===== config.mk =====
export PLATFORM = sky130hd
export DESIGN_NAME = pc_sequencer
export DESIGN_NICKNAME = d
export VERILOG_FILES = /design/src/rtl/pc_sequencer.sv
export SDC_FILE = /design/constraint.sdc
export NUM_CORES = 1
export LEC_CHECK = 0
export BUFFER_PORTS_ARGS = -buffer_cell sky130_fd_sc_hd__buf_2
export CAP_MARGIN = 30
export CORE_ASPECT_RATIO = 1.4
export CORE_MARGIN = 4
export CORE_UTILIZATION = 58
export CTS_CLUSTER_DIAMETER = 100
export DETAILED_ROUTE_END_ITERATION = 6
export PLACE_DENSITY = 0.82
export SETUP_SLACK_MARGIN = 0.1
export SLEW_MARGIN = 10
export SYNTH_ARGS = -nofsm -noshare
export SYNTH_HDL_FRONTEND = slang
export SYNTH_SLANG_ARGS = --single-unit
export TNS_END_PERCENT = 20

===== constraint.sdc =====
create_clock -name clk -period 4.02 [get_ports clk]
set_input_delay 0.201 -clock clk [delete_from_list [all_inputs] [get_ports clk]]
set_output_delay 0.201 -clock clk [all_outputs]
set_load 0.03 [all_outputs]

===== src/rtl/pc_sequencer.sv =====
// Fetch/sequence controller for the ProgramCounter: instruction-memory handshake, decode
// hand-off, and PC update (increment, branch, call, return) with a small return-address stack.
module pc_sequencer #(
  parameter int unsigned WIDTH       = 11,
  parameter int unsigned INSTR_W     = 16,
  parameter int unsigned STACK_DEPTH = 4
) (
  input  logic               clk,
  input  logic               rst,
  input  logic               run,
  input  logic [WIDTH:0]     pc,
  output logic               load_pc,
  output logic               inc_pc,
  output logic [WIDTH:0]     pc_val,
  output logic               imem_req,
  output logic [WIDTH:0]     imem_addr,
  input  logic               imem_ack,
  input  logic [INSTR_W-1:0] imem_rdata,
  output logic               instr_valid,
  output logic [INSTR_W-1:0] instr,
  input  logic               instr_ready,
  input  logic               ex_done,
  input  logic               redirect,
  input  logic [WIDTH:0]     target,
  input  logic               call,
  input  logic               ret,
  input  logic               halt_req,
  output logic               halted,
  output logic               stack_err
);

  localparam int unsigned PtrW = $clog2(STACK_DEPTH);
  localparam logic [PtrW:0] SpFull = (PtrW + 1)'(STACK_DEPTH);

  typedef enum logic [2:0] {
    StIdle,
    StFetch,
    StIssue,
    StExec,
    StUpdate,
    StHalt
  } state_e;

  state_e               state_q, state_d;
  logic [INSTR_W-1:0]   instr_q, instr_d;
  logic [WIDTH:0]       pc_val_q, pc_val_d;
  logic                 upd_load_q, upd_load_d;
  logic                 halt_q, halt_d;
  logic                 err_q, err_d;
  logic [PtrW:0]        sp_q, sp_d;
  logic [WIDTH:0]       stack_q [STACK_DEPTH];
  logic [WIDTH:0]       stack_d [STACK_DEPTH];

  logic [WIDTH:0]       pc_inc;
  logic [PtrW:0]        sp_dec;

  assign pc_inc = pc + {{WIDTH{1'b0}}, 1'b1};
  assign sp_dec = sp_q - {{PtrW{1'b0}}, 1'b1};

  always_comb begin
    state_d    = state_q;
    instr_d    = instr_q;
    pc_val_d   = pc_val_q;
    upd_load_d = upd_load_q;
    halt_d     = halt_q;
    err_d      = err_q;
    sp_d       = sp_q;
    stack_d    = stack_q;

    unique case (state_q)
      StIdle: begin
        if (run) state_d = StFetch;
      end
      StFetch: begin
        if (imem_ack) begin
          instr_d = imem_rdata;
          state_d = StIssue;
        end
      end
      StIssue: begin
        if (instr_ready) state_d = StExec;
      end
      StExec: begin
        if (ex_done) begin
          halt_d = halt_req;
          // Priority: ret, then redirect (optionally pushing), then plain increment.
          if (ret) begin
            if (sp_q == '0) begin
              err_d   = 1'b1;
              state_d = StHalt;
            end else begin
              pc_val_d   = stack_q[sp_dec[PtrW-1:0]];
              sp_d       = sp_dec;
              upd_load_d = 1'b1;
              state_d    = StUpdate;
            end
          end else if (redirect) begin
            if (call && (sp_q == SpFull)) begin
              err_d   = 1'b1;
              state_d = StHalt;
            end else begin
              if (call) begin
                stack_d[sp_q[PtrW-1:0]] = pc_inc;
                sp_d = sp_q + {{PtrW{1'b0}}, 1'b1};
              end
              pc_val_d   = target;
              upd_load_d = 1'b1;
              state_d    = StUpdate;
            end
          end else begin
            upd_load_d = 1'b0;
            state_d    = StUpdate;
          end
        end
      end
      StUpdate: begin
        state_d = halt_q ? StHalt : StFetch;
      end
      StHalt: begin
        if (run) state_d = StFetch;
      end
      default: state_d = StIdle;
    endcase
  end

  always_ff @(posedge clk or negedge rst) begin
    if (!rst) begin
      state_q    <= StIdle;
      instr_q    <= '0;
      pc_val_q   <= '0;
      upd_load_q <= 1'b0;
      halt_q     <= 1'b0;
      err_q      <= 1'b0;
      sp_q       <= '0;
      stack_q    <= '{default: '0};
    end else begin
      state_q    <= state_d;
      instr_q    <= instr_d;
      pc_val_q   <= pc_val_d;
      upd_load_q <= upd_load_d;
      halt_q     <= halt_d;
      err_q      <= err_d;
      sp_q       <= sp_d;
      stack_q    <= stack_d;
    end
  end

  assign imem_req    = (state_q == StFetch);
  assign imem_addr   = imem_req ? pc : '0;
  assign instr_valid = (state_q == StIssue);
  assign instr       = instr_q;
  assign load_pc     = (state_q == StUpdate) & upd_load_q;
  assign inc_pc      = (state_q == StUpdate) & ~upd_load_q;
  assign pc_val      = pc_val_q;
  assign halted      = (state_q == StHalt);
  assign stack_err   = err_q;

endmodule


### After elaboration in Yosys (flattened, before gate mapping)

Index checks and enable logic that the tools add are counted.

| cells by class | value |
|---|---|
| reductions and logical operators | 16 |
| multiplexer cells | 34 |
| order comparisons | 3 |
| equal/unequal tests | 14 |
| bitwise operators | 7 |
| add/sub/neg operators | 3 |

Operators by type and width:

| kind | count |
|---|---|
| $mux W12 | 8 |
| $bwmux W48 | 1 |
| $mux W3 | 12 |
| $bmux W12 S2 | 1 |
| $demux W12 S2 | 1 |
| $pmux W3 S5 | 1 |
| $add A12 B1 Y12 const B | 1 |
| $reduce_and A6 Y1 | 2 |
| $mux W1 | 10 |
| $reduce_and A5 Y1 | 2 |
| $eq A3 B3 Y1 const B | 3 |
| $ne A2 B1 Y1 const B | 4 |
| $reduce_and A4 Y1 | 2 |
| $eq A3 B2 Y1 const B | 2 |
| $ge A3 B3 Y1 const B | 2 |
| $logic_not A3 Y1 | 2 |
| $ne A2 B2 Y1 const B | 3 |
| $not A2 Y3 | 2 |
| $reduce_bool A2 Y1 | 3 |
| $reduce_and A2 Y1 | 2 |
| $add A3 B1 Y3 const B | 1 |
| $eq A3 B1 Y1 const B | 1 |
| $lt A3 B1 Y1 const B | 1 |
| $ne A3 B3 Y1 const B | 1 |
| 5 further kinds | 9 |

| storage, ports and cells | value |
|---|---|
| word-level logic and storage cells | 88 |
| register bits | 85 |
| output and inout bits | 46 |

### Logic depth before layout (Yosys ltp)

Gate-level depths: netlist (run 1).

| logic depth | value |
|---|---|
| depth in word-level cells | 7 |
| gate-level depth with buffers | 8 |

### Least setup slack after synthesis (run 1)

OpenSTA, ideal clock, no wires.

| timing | value |
|---|---|
| kind | register -> register |
| start point | register sp_q[0] |
| end point | register pc_val_q[0] (netlist: pc_val[0]) |
| arrival | 2234 ps |
| cell stages (with the launch flop) | 9 |
| path buffers | 2 |
| setup slack | 1704 ps |
| period minus slack after synthesis | 2316 ps |
| path through | dfrtp_1 -> buf_2 -> inv_1 -> ha_1 -> and3b_1 -> a311o_1 -> or2_1 -> clkbuf_1 -> o21ai_0 |

| between the ends | value |
|---|---|
| word-level cells in the longest chain between the ends | 7 |
| elaborated cells between the ends (all ways) | 13 |
| classes of those cells | add/sub: 1; eq/ne: 3; mux: 5; bitwise: 1; reduce/logical: 3 |

Ends and longest elaborated chain:

| what | line | text |
|---|---|---|
| from (decl) | 50 | `logic [PtrW:0] sp_q, sp_d;` |
| from (signal assigned) | 143 | `sp_q <= sp_d;` |
| $sub A3 B1 Y3 | 58 | `assign sp_dec = sp_q - {{PtrW{1'b0}}, 1'b1};` |
| net sp_dec[0] | 55 | `logic [PtrW:0] sp_dec;` |
| $not A2 Y3 (implied by the code) | 92 | `pc_val_d = stack_q[sp_dec[PtrW-1:0]];` |
| $bmux W12 S2 | 92 |  |
| $mux W12 (implied by the code) (2 in series) | 92 |  |
| $mux W12 | 88 | `if (sp_q == '0) begin` |
| $mux W12 | 87 | `if (ret) begin` |
| to (signal assigned) | 139 | `pc_val_q <= pc_val_d;` |
| to (decl) | 46 | `logic [WIDTH:0] pc_val_q, pc_val_d;` |

The timed path passes the listed nets, and every way through them passes these cells. The select of a mux whose other input is x is not followed.
A chain may end at the register's enable or synchronous reset.

### Worst setup path after layout (run 1)

| timing | value |
|---|---|
| start point | register state_q[1] |
| end point | register instr_q[8] (netlist: instr[8]) |

| between the ends | value |
|---|---|
| word-level cells in the longest chain between the ends | 2 |

Ends and longest elaborated chain:

| what | line | text |
|---|---|---|
| from (decl) | 44 | `state_e state_q, state_d;` |
| from (signal assigned) | 128 | `state_q <= StIdle;` |
| from (signal assigned) | 137 | `state_q <= state_d;` |
| $eq A3 B1 Y1 | 70 | `unique case (state_q)` |
| $reduce_and A2 Y1 (no line) | - |  |
| to (signal assigned) | 138 | `instr_q <= instr_d;` |
| to (decl) | 45 | `logic [INSTR_W-1:0] instr_q, instr_d;` |

No other way between the ends.

==> results of run 1 <==
==> layout make-up <==
cell class                 instances  area, µm²  area share (%)
clock buffer                      13        159            3.26
clock inverter                     3       43.8           0.900
inverter                           8       30.0           0.617
multi-input combinational        253       1840            37.9
sequential                        85       2130            43.7
tap                               95        119            2.44
timing repair buffer             101        546            11.2
==> logic make-up after synthesis <==
kind of cell	after synthesis
simple gates	106
flops	85
compound gates	84
mux	45
buf+inv	32
xor+xnor	12
fa+ha+maj	6
==> how the worst min path moves through the flow <==
stage                   from  slack [ps]  cells past startpoint   endpoint
detailed placement       rst         100                      1  pc_val[2]
finish              halt_req          60                      3     halt_q
global placement    halt_req         410                      3     halt_q
floorplan                rst         -90                      0     halt_q
global route        halt_req          50                      3     halt_q
CTS                 halt_req          40                      3     halt_q
==> placed cells by master (no fill, tap or decap), types with 2 or more instances in the layout <==
cell type,n
mux2i_1,13
clkbuf_8,11
a211oi_1,2
and4b_1,3
xor2_1,3
nor2b_1,3
and3_1,2
mux2_4,10
mux2_2,10
buf_2,94
inv_1,8
dfrtp_1,85
xnor2_1,9
ha_1,6
nand4_1,5
and3b_1,2
clkbuf_1,2
a21oi_1,12
nor2_1,17
o21ai_0,60
mux4_2,12
nor3_1,8
nand3_1,5
nand2_1,44
and2_1,10
buf_4,5
nor4_1,2
==> flip-flops by register name, summed over array words and instances (netlist names) <==
name,flops
state_q,3
upd_load_q,1
pc_val,12
stack_err,1
halt_q,1
stack_q,48
sp_q,3
instr,16
==> through the flow <==
step | hold WS (ps) | setup slack, ps | power (W) | std cells | cell area [µm²]
floorplan | -94.6 | 1700 | 0.00257 | 370 | 4140
global placement | 411 | 1630 | 0.00289 | 540 | 4630
detailed placement | 102 | 1510 | 0.00297 | 541 | 4660
global route | 49.6 | 1290 | 0.00376 | 558 | 4870
finish | 56.4 | 1490 | 0.00355 | 558 | 4870
CTS | 37.9 | 1500 | 0.00357 | 558 | 4870
==> worst max-delay path: cells and delay by family, from the launching register on <==
| family | cells | cell delay (ps) |
|---|---|---|
| simple gates | 3 | 1490 |
| flops | 1 | 490 |
| mux | 1 | 430 |
==> power groups by stage <==
stage	Combinational [W]	Sequential [W]	Clock [W]
after floorplan	0.000944	0.00162	0
after global placement	0.00150	0.00139	0
after detailed placement	0.00156	0.00141	0
after CTS	0.00156	0.00139	0.000620
after global routing	0.00167	0.00144	0.000654
final	0.00154	0.00139	0.000608
==> routing by layer <==
| metal | up-vias | part of all wire, % | global-route usage, % |
|---|---|---|---|
| met2 | 107 | 51 | 37.7 |
| li1 | 1488 | - | - |
| met5 | - | 0 | 0 |
| met3 | 15 | 5.5 | 4.69 |
| met4 | 0 | 2.0 | 8.60 |
| met1 | 1546 | 41 | 29.4 |
==> timing repair <==
item	4_1_cts	5_1_grt
endpoints found under the hold margin	18	0
gates resized for setup	0	0
hold buffers	1	0
==> flow_summary.yaml, run 1 <==
critical_path:
  startpoint_type: "register"
  crit_type: "reg2reg"
  reg2reg_to: "instr[8]"
  slowest_stage: "or3b_1"
  arrival_ps: 2770
  crit_path_max_fanout: 16
  crit_path_cell_trace: "nand2b_4, nor2_1, or3b_1, mux2_4"
  max_stage_delay_ps: 770
  worstSetupStartpoint: "state_q[1]"
  reg2reg_depth: 4
  worstPathRequired_ps: 4260
  cp-endpoint: "instr[8]"
  r2r_slack_ps: 1490
  r2r-start: "state_q[1]"
  cp-end-kind: "register"
global_route:
  grt_pass1_wl_um: 15000
  antenna_found_initial: 0
  track_usage_pct: 22.7
  grt_max_degree: 68
  grt_overflow: 0
  grt_pass1_vias: 3085
layout:
  fin_nets: 514
  fin_util_pct: 70.2
  area_growth_pct: 17.7
  drive_above_1_share_pct: 32.4
  antenna_cells: 0
  fillers: 531
sta:
  fin_crit_ps: 2530
  rsz0062_at_grt: "no"
  fin_worst_skew_ps: 6.82
  finalSetupTns_ps: 0
  period_share_pct: 63.0
  tightest_slew_ps: 851
  hold_violations: 0
  setup_viol: 0
  timing.slew.headroom_pct: 43.3
  fmax_mhz: 395
  slew_viol_final: 0
floorplan:
  core_um2: 6940
  io_pins: 96
  initial_core_util_pct: 59.6
  rows: 36
  die-area_um2: 8570
  fp.dieH_um: 108
  die_w_um: 79.4
clock_network:
  htree_num_levels: 3
  cts_tree: "built"
  cts_max_path_buffers: 2
  cts-buffers-inserted: 9
  cts_root_buf: "clkbuf_8"
  clk_latency_ps: 350
  clock-sinks: 85
  clkTransAtPathRegs_ps: 80
  post_cts_buffers: 0
route:
  routed_wl_um: 9110
  vias: 3156
  drt-wirelength-per-cell_um: 16.3
  viasPerCell: 5.66
  antenna_left: 0
  drt_iter0_markers: 194
  drc_errors: 0
  firstDrtPassIters: 5
synthesis:
  yosys-top-cells-count: "dfrtp_1 (85), o21ai_0 (60), nand2_1 (44)"
  syn-instance-count: 370
  netlist_area_um2: 4140
  synth_xor_area_share_pct: 2.54
  synthMuxAreaShare_pct: 16.0
  yosysUniqueCellTypes: 42
  synth_async_sr_flop_share_pct: 100
  yosys.area_share.simple_pct: 12.8
  yosysTopAreaCellShare_pct: 51.4
  synth_top_area_cell: "dfrtp_1"
  syn_avg_cell_area_um2: 11.2
  ys_ff_latch: 85
  synth_compound_area_share_pct: 11.4
  synth_edf_count: 0
  synth_top_family_by_area: "multiplexers"
  synthAdderAreaFrac_pct: 1.81
  ys_seq_area_share_pct: 51.4
  syn_nets: 426
  synthTopCellsByArea: "dfrtp_1 (51%), o21ai_0 (7.3%), mux4_2 (6.5%)"
  synth_most_common_cell: "dfrtp_1"
  ys.flop_type: "dfrtp_1"
  yosysWarningCount: 0
placed_design:
  portBuffers: 95
  gp_congestion: 0.884
  dp.final_hpwl_um: 6840
power_and_ir_drop:
  p_leak_nw: 2.39
  p_seq_share_pct: 39.3
  switching_share_pct: 39.6
  clockPowerShare_pct: 17.2
  ir_drop_mv: 0.343
  p_comb_share_pct: 43.5
  power.density_nw_per_um2: 728
  p_int_w: 0.00214
  power.switching_w: 0.00140
min_path:
  min_path_type: "in2reg"
job:
  drv_cap: 0
outcome:
  status: "finished, final reports clean"
No activity file was read; power rests on OpenSTA's default activity.
==> run 2, diff against run 1 <==
--- a/config.mk
+++ b/config.mk
@@ -5,14 +5,15 @@
 export SDC_FILE = /design/constraint.sdc
 export NUM_CORES = 1
 export LEC_CHECK = 0
+export ABC_AREA = 1
 export BUFFER_PORTS_ARGS = -buffer_cell sky130_fd_sc_hd__buf_2
 export CAP_MARGIN = 30
 export CORE_ASPECT_RATIO = 1.4
 export CORE_MARGIN = 4
-export CORE_UTILIZATION = 58
+export CORE_UTILIZATION = 55
 export CTS_CLUSTER_DIAMETER = 100
 export DETAILED_ROUTE_END_ITERATION = 6
-export PLACE_DENSITY = 0.82
+export PLACE_DENSITY = 0.78
 export SETUP_SLACK_MARGIN = 0.1
 export SLEW_MARGIN = 10
 export SYNTH_ARGS = -nofsm -noshare
==> constraint.sdc (replaced) <==
create_clock -name clk -period 2.53 [get_ports clk]
set_input_delay 0.1265 -clock clk [delete_from_list [all_inputs] [get_ports clk]]
set_output_delay 0.1265 -clock clk [all_outputs]
set_load 0.03 [all_outputs]
==> flow_summary.yaml, run 2 <==
critical_path:
  startpoint_type: "register"
  slowest_stage: "nand2_1"
  arrival_ps: 2410
  crit_type: "reg2reg"
  max_stage_delay_ps: 520
  crit_path_cell_trace: "inv_1, ha_1, nand3_1, nand2_1, o21ai_0, nand2_1, clkinv_2, nand3_1, nand2_1"
  crit_path_frequent_cell: "nand2_1"
  crit_path_max_fanout: 20
  cp-end-kind: "register"
  worstPathRequired_ps: 2780
layout:
  largest_reg_flops: 48
  layout_common_cells: "nand2_1 (299), buf_2 (94), dfrtp_1 (85)"
  seq_area_um2: 2130
  area_growth_pct: 19.5
  drive_above_1_share_pct: 18.6
  mostFrequentLayoutCell: "nand2_1"
  antenna_cells: 0
  fillers: 650
  regMostFlops: "stack_q"
  fin_nets: 750
  multiInputGateArea_um2: 1960
  fin_util_pct: 67.4
  post-route-cell-area_um2: 5220
sta:
  tightest_slew_ps: 627
  whs_ps: 15.4
  rsz0062_at_grt: "no"
  fin_worst_skew_ps: 5.32
  layout_setup_ws_ps: 361
  fin_crit_ps: 2170
  period_share_pct: 85.7
  timing.slew.headroom_pct: 58.1
  setup_viol: 0
  slew_viol_final: 0
  finalSetupTns_ps: 0
  hold_violations: 0
  fmax_mhz: 461
clock_network:
  cts-buffers-inserted: 9
  cts_root_buf: "clkbuf_8"
  clk_latency_ps: 360
  post_cts_buffers: 0
  cts_max_path_buffers: 2
  htree_num_levels: 3
  clock-sinks: 85
  clkTransAtPathRegs_ps: 80
  cts_tree: "built"
synthesis:
  yosys-top-cells-count: "nand2_1 (299), dfrtp_1 (85), nand3_1 (58)"
  syn_nets: 652
  ys_seq_area_share_pct: 48.7
  netlist_area_um2: 4370
  yosysWarningCount: 0
  synth_async_sr_flop_share_pct: 100
  syn-instance-count: 596
  syn_avg_cell_area_um2: 7.33
  ys.flop_type: "dfrtp_1"
  yosysUniqueCellTypes: 26
  ys_ff_latch: 85
  synthTopCellsByArea: "dfrtp_1 (49%), nand2_1 (26%), nand3_1 (6.6%)"
  synth_edf_count: 0
  synth_most_common_cell: "nand2_1"
  yosysTopAreaCellShare_pct: 48.7
  synth_top_area_cell: "dfrtp_1"
floorplan:
  fp.dieH_um: 113
  die_w_um: 83.3
  rows: 38
  core_um2: 7750
  initial_core_util_pct: 56.4
  die-area_um2: 9460
  io_pins: 96
route:
  viasPerCell: 5.13
  routed_wl_um: 10800
  drt-wirelength-per-cell_um: 13.5
  drt_iter0_markers: 224
  firstDrtPassIters: 5
  antenna_left: 0
  vias: 4091
  drc_errors: 0
global_route:
  grt_pass1_wl_um: 18300
  antenna_found_initial: 0
  grt_max_degree: 68
  grt_overflow: 0
  track_usage_pct: 24.1
  grt_pass1_vias: 4014
job:
  drv_cap: 0
placed_design:
  gp_congestion: 0.827
  dp_slack_ps: 394
  dp.final_hpwl_um: 7900
  portBuffers: 95
  place_area_um2: 4910
power_and_ir_drop:
  ir_drop_mv: 0.593
  power.density_nw_per_um2: 1040
  p_leak_nw: 2.97
outcome:
  status: "finished, final reports clean"
min_path:
  min_path_type: "in2reg"
-- run 2: what timing repair did --
action                                 in CTS  in global routing
endpoints found under the hold margin      95                  0
gates resized for setup                     0                  0
hold buffers                               11                  0
-- run 2: worst max-delay path: cells and delay by family, from the launching register on --
kind | cells | cell delay [ps]
flip-flops | 1 | 420
buffers and inverters | 2 | 350
AND/OR/NAND/NOR | 5 | 970
adder cells (fa/ha/maj) | 1 | 180
AO/OA/AOI/OAI | 1 | 130
-- run 2: cells by family (layout without fill, tap and decap cells) --
| kind of cell | count (synthesis) | in the layout | synth area share (%) |
|---|---|---|---|
| simple gates | 407 | 407 | 38.3 |
| buf+inv | 65 | 167 | 6.38 |
| compound gates | 25 | 25 | 3.29 |
| flops | 85 | 85 | 48.7 |
| xor+xnor | 8 | 8 | 1.60 |
| fa+ha+maj | 6 | 6 | 1.72 |
-- run 2: layer usage --
| layer | GRT usage, % | wire length (µm) | vias up |
|---|---|---|---|
| met2 | 42.5 | 5430 | 157 |
| met5 | 0 | 0 | - |
| met4 | 11.3 | 215 | 0 |
| met3 | 5.42 | 824 | 16 |
| li1 | - | - | 2037 |
| met1 | 27.7 | 4290 | 1881 |
-- run 2: stage by stage --
stage                     std cells  total power (W)
after global placement          771          0.00437
after floorplan                 596          0.00373
after detailed placement        772          0.00444
after global routing            798          0.00583
after CTS                       798          0.00547
final                           798          0.00544
-- run 2: area by class of cell --
| type | instances | share of cell area [%] |
|---|---|---|
| Clock buffer | 11 | 2.52 |
| Clock inverter | 4 | 1.41 |
| Inverter | 41 | 2.97 |
| Multi-Input combinational cell | 446 | 37.6 |
| Sequential cell | 85 | 40.7 |
| Tap cell | 100 | 2.40 |
| Timing Repair Buffer | 111 | 12.4 |
-- run 2: where the power goes --
| group | internal, W | switching [W] | total [W] |
|---|---|---|---|
| clock | 0.000551 | 0.000454 | 0.00101 |
| combinational | 0.000723 | 0.00168 | 0.00240 |
| sequential | 0.00178 | 0.000258 | 0.00204 |
-- run 2: final timing paths --
check	startpoint	end	slack, ps	cells after the start
setup / recovery	sp_q[1]	sp_q[2]	360	9
hold / removal	imem_rdata[11]	instr[11]	20	3
setup reg to reg	sp_q[1]	sp_q[2]	360	9
hold reg to reg	instr[5]	instr[5]	470	2
max in group asynchronous	rst	stack_q[3]	1740	3
min in group asynchronous	rst	state_q[0]	180	2
